`config.mk`:
```
export PLATFORM = sky130hd
export DESIGN_NAME = pipe_stage_skid
export DESIGN_NICKNAME = d
export VERILOG_FILES = /design/src/rtl/pipe_pkg.sv /design/src/rtl/sat_counter.sv /design/src/rtl/pipe_stage_skid.sv
export SDC_FILE = /design/constraint.sdc
export NUM_CORES = 1
export LEC_CHECK = 0
export CAP_MARGIN = 5
export CELL_PAD_IN_SITES_DETAIL_PLACEMENT = 0
export CELL_PAD_IN_SITES_GLOBAL_PLACEMENT = 1
export CORE_ASPECT_RATIO = 0.8
export CORE_MARGIN = 2
export CORE_UTILIZATION = 25
export DETAILED_ROUTE_END_ITERATION = 8
export GPL_TIMING_DRIVEN = 0
export MAX_ROUTING_LAYER = met4
export PLACE_DENSITY_LB_ADDON = 0.1
export REMOVE_ABC_BUFFERS = 1
export SYNTH_ARGS = -nofsm -noshare
export SYNTH_HDL_FRONTEND = slang
export SYNTH_SLANG_ARGS = --single-unit
```
`constraint.sdc`:
```
create_clock -name clk -period 2.88 [get_ports clk]
set_input_delay 0.288 -clock clk [delete_from_list [all_inputs] [get_ports clk]]
set_output_delay 0.288 -clock clk [all_outputs]
set_load 0.02 [all_outputs]
```
`src/rtl/pipe_pkg.sv`:
```
// Shared definitions for the MIPS pipeline stage registers.
//   NOP_WORD  : encoding of a MIPS nop; a bubble drives this on the instruction field
//   INSTR_LSB : bit offset of the instruction word in the IF/ID payload
//   PC_LSB    : bit offset of the next-PC word in the IF/ID payload
//   occ_e     : buffer occupancy state, numerically equal to the number of held entries
package pipe_pkg;

    localparam logic [31:0] NOP_WORD  = 32'h0000_0000;
    localparam int unsigned INSTR_LSB = 0;
    localparam int unsigned PC_LSB    = 32;

    typedef enum logic [1:0] {
        EMPTY = 2'd0,
        ONE   = 2'd1,
        TWO   = 2'd2
    } occ_e;

endpackage

```
`src/rtl/sat_counter.sv`:
```
// Saturating up-counter with synchronous active-high clear.
//   clk     : clock, rising edge
//   reset   : synchronous clear to zero
//   i_en    : count enable; counter holds at all-ones once reached
//   o_count : current count
module sat_counter #(
    parameter int unsigned WIDTH = 16
) (
    input  logic             clk,
    input  logic             reset,
    input  logic             i_en,
    output logic [WIDTH-1:0] o_count
);

    logic [WIDTH-1:0] r_count;

    always_ff @(posedge clk) begin
        if (reset) begin
            r_count <= '0;
        end else if (i_en && (r_count != {WIDTH{1'b1}})) begin
            r_count <= r_count + 1'b1;
        end
    end

    assign o_count = r_count;

endmodule

```
`src/rtl/pipe_stage_skid.sv`:
```
// Pipeline stage register with valid/ready handshake, flush-to-bubble and stall counter.
//   clk, reset          : clock and synchronous active-high reset
//   flush               : drop every held entry (branch/jump redirect)
//   in_valid/in_ready   : upstream handshake, in_data accepted when both high
//   out_valid/out_ready : downstream handshake, out_data consumed when both high
//   out_data            : held payload, all-zero (nop) when out_valid is low
//   occupancy           : number of held entries (0..2)
//   stall_cnt           : saturating count of cycles with out_valid & ~out_ready
// SKID=1 gives a 2-entry skid buffer whose in_ready depends on registered state only;
// SKID=0 gives a single register whose in_ready follows out_ready combinationally.
module pipe_stage_skid #(
    parameter int unsigned DATA_W = 64,
    parameter int unsigned SKID   = 1,
    parameter int unsigned CNT_W  = 16
) (
    input  logic              clk,
    input  logic              reset,
    input  logic              flush,
    input  logic              in_valid,
    output logic              in_ready,
    input  logic [DATA_W-1:0] in_data,
    output logic              out_valid,
    input  logic              out_ready,
    output logic [DATA_W-1:0] out_data,
    output logic [1:0]        occupancy,
    output logic [CNT_W-1:0]  stall_cnt
);

    import pipe_pkg::*;

    logic              w_push;
    logic              w_pop;
    logic              w_main_v;
    logic [DATA_W-1:0] w_main_d;

    assign w_push = in_valid & in_ready;
    assign w_pop  = out_valid & out_ready;

    if (SKID != 0) begin : g_skid
        // The skid entry is valid exactly when the state is TWO.
        occ_e              r_state;
        occ_e              w_state_nxt;
        logic [DATA_W-1:0] r_main_d;
        logic [DATA_W-1:0] r_skid_d;
        logic [DATA_W-1:0] w_main_d_nxt;
        logic [DATA_W-1:0] w_skid_d_nxt;

        always_ff @(posedge clk) begin
            if (reset || flush) begin
                r_state  <= EMPTY;
                r_main_d <= '0;
                r_skid_d <= '0;
            end else begin
                r_state  <= w_state_nxt;
                r_main_d <= w_main_d_nxt;
                r_skid_d <= w_skid_d_nxt;
            end
        end

        always_comb begin
            w_state_nxt  = r_state;
            w_main_d_nxt = r_main_d;
            w_skid_d_nxt = r_skid_d;
            case (r_state)
                EMPTY: begin
                    if (w_push) begin
                        w_state_nxt  = ONE;
                        w_main_d_nxt = in_data;
                    end
                end
                ONE: begin
                    if (w_push && w_pop) begin
                        w_main_d_nxt = in_data;
                    end else if (w_push) begin
                        w_state_nxt  = TWO;
                        w_skid_d_nxt = in_data;
                    end else if (w_pop) begin
                        w_state_nxt  = EMPTY;
                    end
                end
                TWO: begin
                    // in_ready is low here, so only a pop can happen.
                    if (w_pop) begin
                        w_state_nxt  = ONE;
                        w_main_d_nxt = r_skid_d;
                        w_skid_d_nxt = '0;
                    end
                end
                default: begin
                    w_state_nxt = EMPTY;
                end
            endcase
        end

        assign w_main_v  = (r_state != EMPTY);
        assign w_main_d  = r_main_d;
        assign in_ready  = (r_state != TWO);
        assign occupancy = r_state;
    end else begin : g_single
        logic              r_main_v;
        logic [DATA_W-1:0] r_main_d;

        always_ff @(posedge clk) begin
            if (reset || flush) begin
                r_main_v <= 1'b0;
                r_main_d <= '0;
            end else if (w_push) begin
                r_main_v <= 1'b1;
                r_main_d <= in_data;
            end else if (w_pop) begin
                r_main_v <= 1'b0;
            end
        end

        assign w_main_v  = r_main_v;
        assign w_main_d  = r_main_d;
        assign in_ready  = ~reset & (~r_main_v | out_ready);
        assign occupancy = {1'b0, r_main_v};
    end

    assign out_valid = w_main_v;
    assign out_data  = w_main_v ? w_main_d : '0;

    sat_counter #(
        .WIDTH(CNT_W)
    ) u_stall_cnt (
        .clk    (clk),
        .reset  (reset),
        .i_en   (out_valid & ~out_ready),
        .o_count(stall_cnt)
    );

endmodule

```
== Word level (Yosys, flattened, before mapping) ==
Index checks and enable logic that the tools add are counted.

* Bits in registers: 146
* Input bits: 69
* Output and inout bits: 84
* Word-level logic and storage cells: 43

* Add/sub/neg operators: 1
* Equality and inequality tests: 10
* Muxes and demuxes: 14
* Bitwise operators: 4
* Reductions and logical operators: 10

{| class="wikitable"
|+ Operators by type and width
! operator !! count
|-
| $mux W64 || 6
|-
| $pmux W64 S3 || 1
|-
| $pmux W64 S2 || 1
|-
| $add A16 B1 Y16 const B || 1
|-
| $ne A16 B16 Y1 const B || 1
|-
| $ne A2 B2 Y1 const B || 6
|-
| $reduce_and A4 Y1 || 3
|-
| $mux W2 || 5
|-
| $pmux W2 S3 || 1
|-
| $reduce_bool A2 Y1 || 2
|-
| $and A1 B1 Y1 || 3
|-
| $ne A3 B3 Y1 const B || 1
|-
| $reduce_bool A3 Y1 || 1
|-
| $eq A2 B1 Y1 const B || 1
|-
| $eq A2 B2 Y1 const B || 1
|-
| $logic_and A1 B1 Y1 || 2
|-
| $logic_not A2 Y1 || 1
|-
| $logic_or A1 B1 Y1 || 1
|-
| $not A1 Y1 || 1
|}

== Longest topological paths before layout ==
* Depth after elaboration: 6
* Gate-level depth with buffers: 7

== Hierarchy ==
A second synthesis with hierarchy kept.

* Cells, all modules: 777
* Area, all modules: 6912.9 um^2

{| class="wikitable"
|+ By module, submodules not included
! module !! instances !! cells an instance !! area an instance (um^2) !! sequential area each (um^2)
|-
| pipe_stage_skid || 1 || 678 || 6064.6 || 2602.5
|-
| sat_counter || 1 || 99 || 848.3 || 320.3
|}

== Worst setup path after synthesis ==
OpenSTA, ideal clock, no wires.

* Path type: reg-to-reg
* Start: register u_stall_cnt.r_count[0], in the netlist u_stall_cnt.o_count[0]
* End: register u_stall_cnt.r_count[10], in the netlist u_stall_cnt.o_count[10]
* Library setup time: 0.121 ns
* Arrival time: 1.719 ns
* Required time: 2.759 ns
* Path slack: 1.040 ns
* Cell stages (with the launch flop): 6
* Buffers on the path: 0
* Period minus slack after synthesis: 1.840 ns
* Cells stage by stage: dfxtp_1 ha_1 nand3_1 nand2b_4 nor4_1 mux2_2

* Word-level cells in the longest chain between the ends: 2
* Elaborated cells between the ends (all ways): 3
* Those cells by class: 1 x add/sub; 1 x eq/ne; 1 x reduce/logical

{| class="wikitable"
|+ RTL lines
! what !! line !! source
|-
| start: declaration || sat_counter.sv:15 || <nowiki>logic [WIDTH-1:0] r_count;</nowiki>
|-
| start signal: assignment || sat_counter.sv:21 || <nowiki>r_count <= r_count + 1'b1;</nowiki>
|-
| branches (longest 2 deep; another with $add A16 B1 Y16) || -- ||
|}

Several ways; the timed one is not identified.
A chain may end at the register's enable or synchronous reset.

== Worst setup path in the final report ==
* Start: register g_skid.r_state[0], in the netlist occupancy[0]
* End: output port in_ready

* Word-level cells in the longest chain between the ends: 1

{| class="wikitable"
|+ RTL lines
! what !! line !! source
|-
| start: declaration || pipe_stage_skid.sv:41 || <nowiki>occ_e r_state;</nowiki>
|-
| start signal: assignment || pipe_stage_skid.sv:54 || <nowiki>r_state <= w_state_nxt;</nowiki>
|-
| $ne A2 B2 Y1 || pipe_stage_skid.sv:97 || <nowiki>assign in_ready = (r_state != TWO);</nowiki>
|-
| end: declaration || pipe_stage_skid.sv:20 || <nowiki>output logic in_ready,</nowiki>
|}

Every way passes these cells.

==> summary.md <==
| Metric | Value |
|---|---|
| Layout Cells excl Fill | `around 1300` |
| Final count of negative-setup-slack endpoints | `0` |
| M2 GR Usage | `between 20% and 30%` |
| Hold-fix buffers, CTS | `0` |
| Relative slew slack | `between 40% and 50%` |
| Dpl cell area | `~8400 µm²` |
| HPWL Detailed | `12300 µm` |
| R2R depth | `7` |
| Worst hold path class | `reg2reg` |
| Grt met1 use | `21.2%` |
| Distinct cells, synth | `44` |
| CP Class | `reg2out` |
| GR Util met3 | `under 10%` |
| Hold path start | `g_skid.r_skid_d[46]` |
| Num Clock Sinks | `about 150` |
| PwrDens | `between 500 and 600 nW/µm²` |
| DR iter-0 viols | `331` |
| Post-route DRC | `0` |
| Final WL | `about 22000 µm` |
| Die height | `between 150 and 200 µm` |
| Syn avg cell area | `about 8.0 µm²` |
| Design Area, Final | `just over 9000 µm²` |
| Worst Setup Start Kind | `register` |
| Post-Syn Instances | `roughly 830` |
| Initial antenna violation count | `1` |
| Required @ worst endpoint | `between 2 and 3 ns` |
| GPL Wtd Cong | `roughly 0.75` |
| Fin nets | `roughly 1000` |
| Maximum Capacitance Violations | `0` |
| Vias | `a little over 6000` |
| Max Slew Vio Count | `0` |
| Mapped cell area | `6680 µm²` |
| Core Area | `26300 µm²` |
| Vias in the first global route | `roughly 6100` |
| CTS max path bufs | `2` |
| Leak | `roughly 3.2 nW` |
| Primary FF master, synth | `dfxtp_1` |
| Post-layout min period | `2.73 ns` |
| Hold EP | `g_skid.r_skid_d[46]` |
| Layout area overhead | `36.6%` |
| Placed cells | `approximately 1300` |
| Starting Density | `about 25%` |
| Number of synthesized flops with an enable pin | `0` |
| All-Layer GR Usage | `15.9%` |
| Ys async rst share | `0%` |
| Commonest non-fill, non-tap cell in the layout | `nand2_1` |
| Final Skew | `0.00970 ns` |
| Global-route wire length before repair | `~34000 µm` |
| RSZ-0062 raised after global routing | `false` |
| Die area | `between 20000 and 30000 µm²` |
| Reg-to-Reg End | `g_skid.r_main_d[1]` |
| DR WL/cell | `16.7 µm` |
| Antenna Violating Nets Remaining | `0` |
| Htree depth | `4` |
| Fmax | `366 MHz` |
| Most frequent cells in the layout | `196 x nand2_1, 152 x clkdlybuf4s50_1, 144 x dfxtp_1, 75 x a21oi_1, 74 x nor2_1` |
| # rows | `53` |
| CTS root buf | `clkbuf_16` |
| Hold depth | `2` |
| Outcome | `complete, no violations` |
| Yosys warns | `0` |
| Synth Register Bits | `146` |
| Top Usage Layer GRT | `met2` |
| Setup TNS | `0 ns` |
| WP data arrival | `2.45 ns` |
| Fin crit share | `94.9%` |
| Peak supply drop | `~340 µV` |
| R2R Setup Slk | `around 0.35 ns` |
| Worst Setup End Kind | `output port` |
| Largest net degree at the start of global routing | `around 130` |
| RR Startpoint | `occupancy[1]` |
| Die Wd | `~190 µm` |
| Final hold viol count | `0` |
| Clock-pin transition on the worst setup and hold timing paths | `~0.060 ns` |
| Ports | `about 150` |
| Share of layout cells above drive strength 1 | `between 6 and 7%` |
| Port Buffers | `about 150` |
| DRT Pass-1 Iters | `5` |
| Slew at the pin closest to its max-slew limit | `around 0.84 ns` |
| Num CTS Buffers | `17` |
| Worst-path fanout max | `46` |
| Util after Layout | `between 30% and 40%` |
| Overflow after GRT | `0` |
| Total power | `between 4 and 5 mW` |
| CTS tree | `built` |
| Worst skew pair latency | `between 0.4 and 0.5 ns` |
| Post-synthesis sequential area ratio | `between 40% and 50%` |
| DR vias/cell | `around 4.7` |
-- critical path, stage by stage, from the launching register on --
cell and delay, ns:
dfxtp_2 0.49, nor2b_4 0.09, buf_16 0.18, inv_6 0.28
buf_16 0.29, clkdlybuf4s50_1 0.65
-- cell type report --
cell class	count	area, µm²
fillers	2754	17100
multi-input cells	601	3300
flip-flops and latches	146	2930
repair buffers	165	1820
clock buffers	21	450
well taps	357	447
clock inverters	11	160
inverters	4	20.0
diodes	1	2.50
-- repair_timing --
item / 4_1_cts / 5_1_grt
resized for setup: 4 / 0
pin swaps: 0 / 1
endpoints found under the setup margin: 130 / 2
buffers inserted: 1 / 0
cloned: 1 / 1
-- logic make-up (layout without fill, tap and decap cells) --
kind of cell / count (synthesis) / after routing / share of synthesized area, %
xor+xnor: 1 / 1 / 0.131
simple gates: 435 / 436 / 31.1
other cells: 0 / 1 / 0
mux: 4 / 4 / 0.637
flops: 146 / 146 / 43.8
compound gates: 159 / 159 / 16.9
fa+ha+maj: 1 / 1 / 0.187
buf+inv: 87 / 201 / 7.23
-- state kept, by name, indices dropped and copies added (netlist names) --
name	flops
occupancy	2
g_skid.r_main_d	64
u_stall_cnt.o_count	16
g_skid.r_skid_d	64
-- report_power, final --
part           switching (mW)  internal, mW  total (mW)
registers              0.0250          2.07        2.09
clock network           0.888          1.47        2.35
logic                   0.251         0.198       0.449
-- stage by stage --
| step | worst slack (ns) | hold WS, ns |
|---|---|---|
| detailed placement | -0.356 | 0.443 |
| finish | 0.146 | 0.448 |
| global placement | -9.19 | 0.439 |
| CTS | 0.0546 | 0.443 |
| floorplan | -3.34 | 0.357 |
| global route | 0.0474 | 0.466 |
-- worst max-delay path by stage --
stage | cells past startpoint | startpoint | end | slack (ns)
2_1_floorplan | 4 | occupancy[1] | g_skid.r_skid_d[0] | -3.34
3_3_place_gp | 3 | occupancy[1] | in_ready | -9.19
3_5_place_dp | 7 | in_valid | g_skid.r_main_d[30] | -0.36
4_1_cts | 3 | occupancy[0] | out_data[31] | 0.05
5_1_grt | 5 | occupancy[0] | in_ready | 0.05
6_report | 5 | occupancy[0] | in_ready | 0.15
-- cell usage after synthesis (all sizes together) (3+ instances only) --
| cell type | number | share of area [%] |
|---|---|---|
| nand4 | 68 | 6.6 |
| nor2b | 4 | 0.37 |
| clkbuf | 26 | 1.5 |
| o31ai | 5 | 0.56 |
| dfxtp | 146 | 44 |
| and2 | 64 | 6.0 |
| a311oi | 64 | 8.4 |
| a211oi | 4 | 0.45 |
| nor3 | 3 | 0.30 |
| or3 | 3 | 0.28 |
| nor4 | 4 | 0.47 |
| a21oi | 75 | 5.6 |
| o21ai | 3 | 0.22 |
| nand3 | 5 | 0.37 |
| buf | 57 | 5.5 |
| nand2 | 196 | 11 |
| or2 | 3 | 0.28 |
| nor2 | 74 | 4.2 |
| or4 | 4 | 0.45 |
| inv | 4 | 0.22 |
-- per-layer routing --
metal / share of wire, % / vias up
li1: - / 3121
met1: 51 / 2842
met2: 43 / 139
met3: 5.5 / 8
met4: 0.68 / 0
met5: 0 / -
Power figures use the tool's default switching activity.
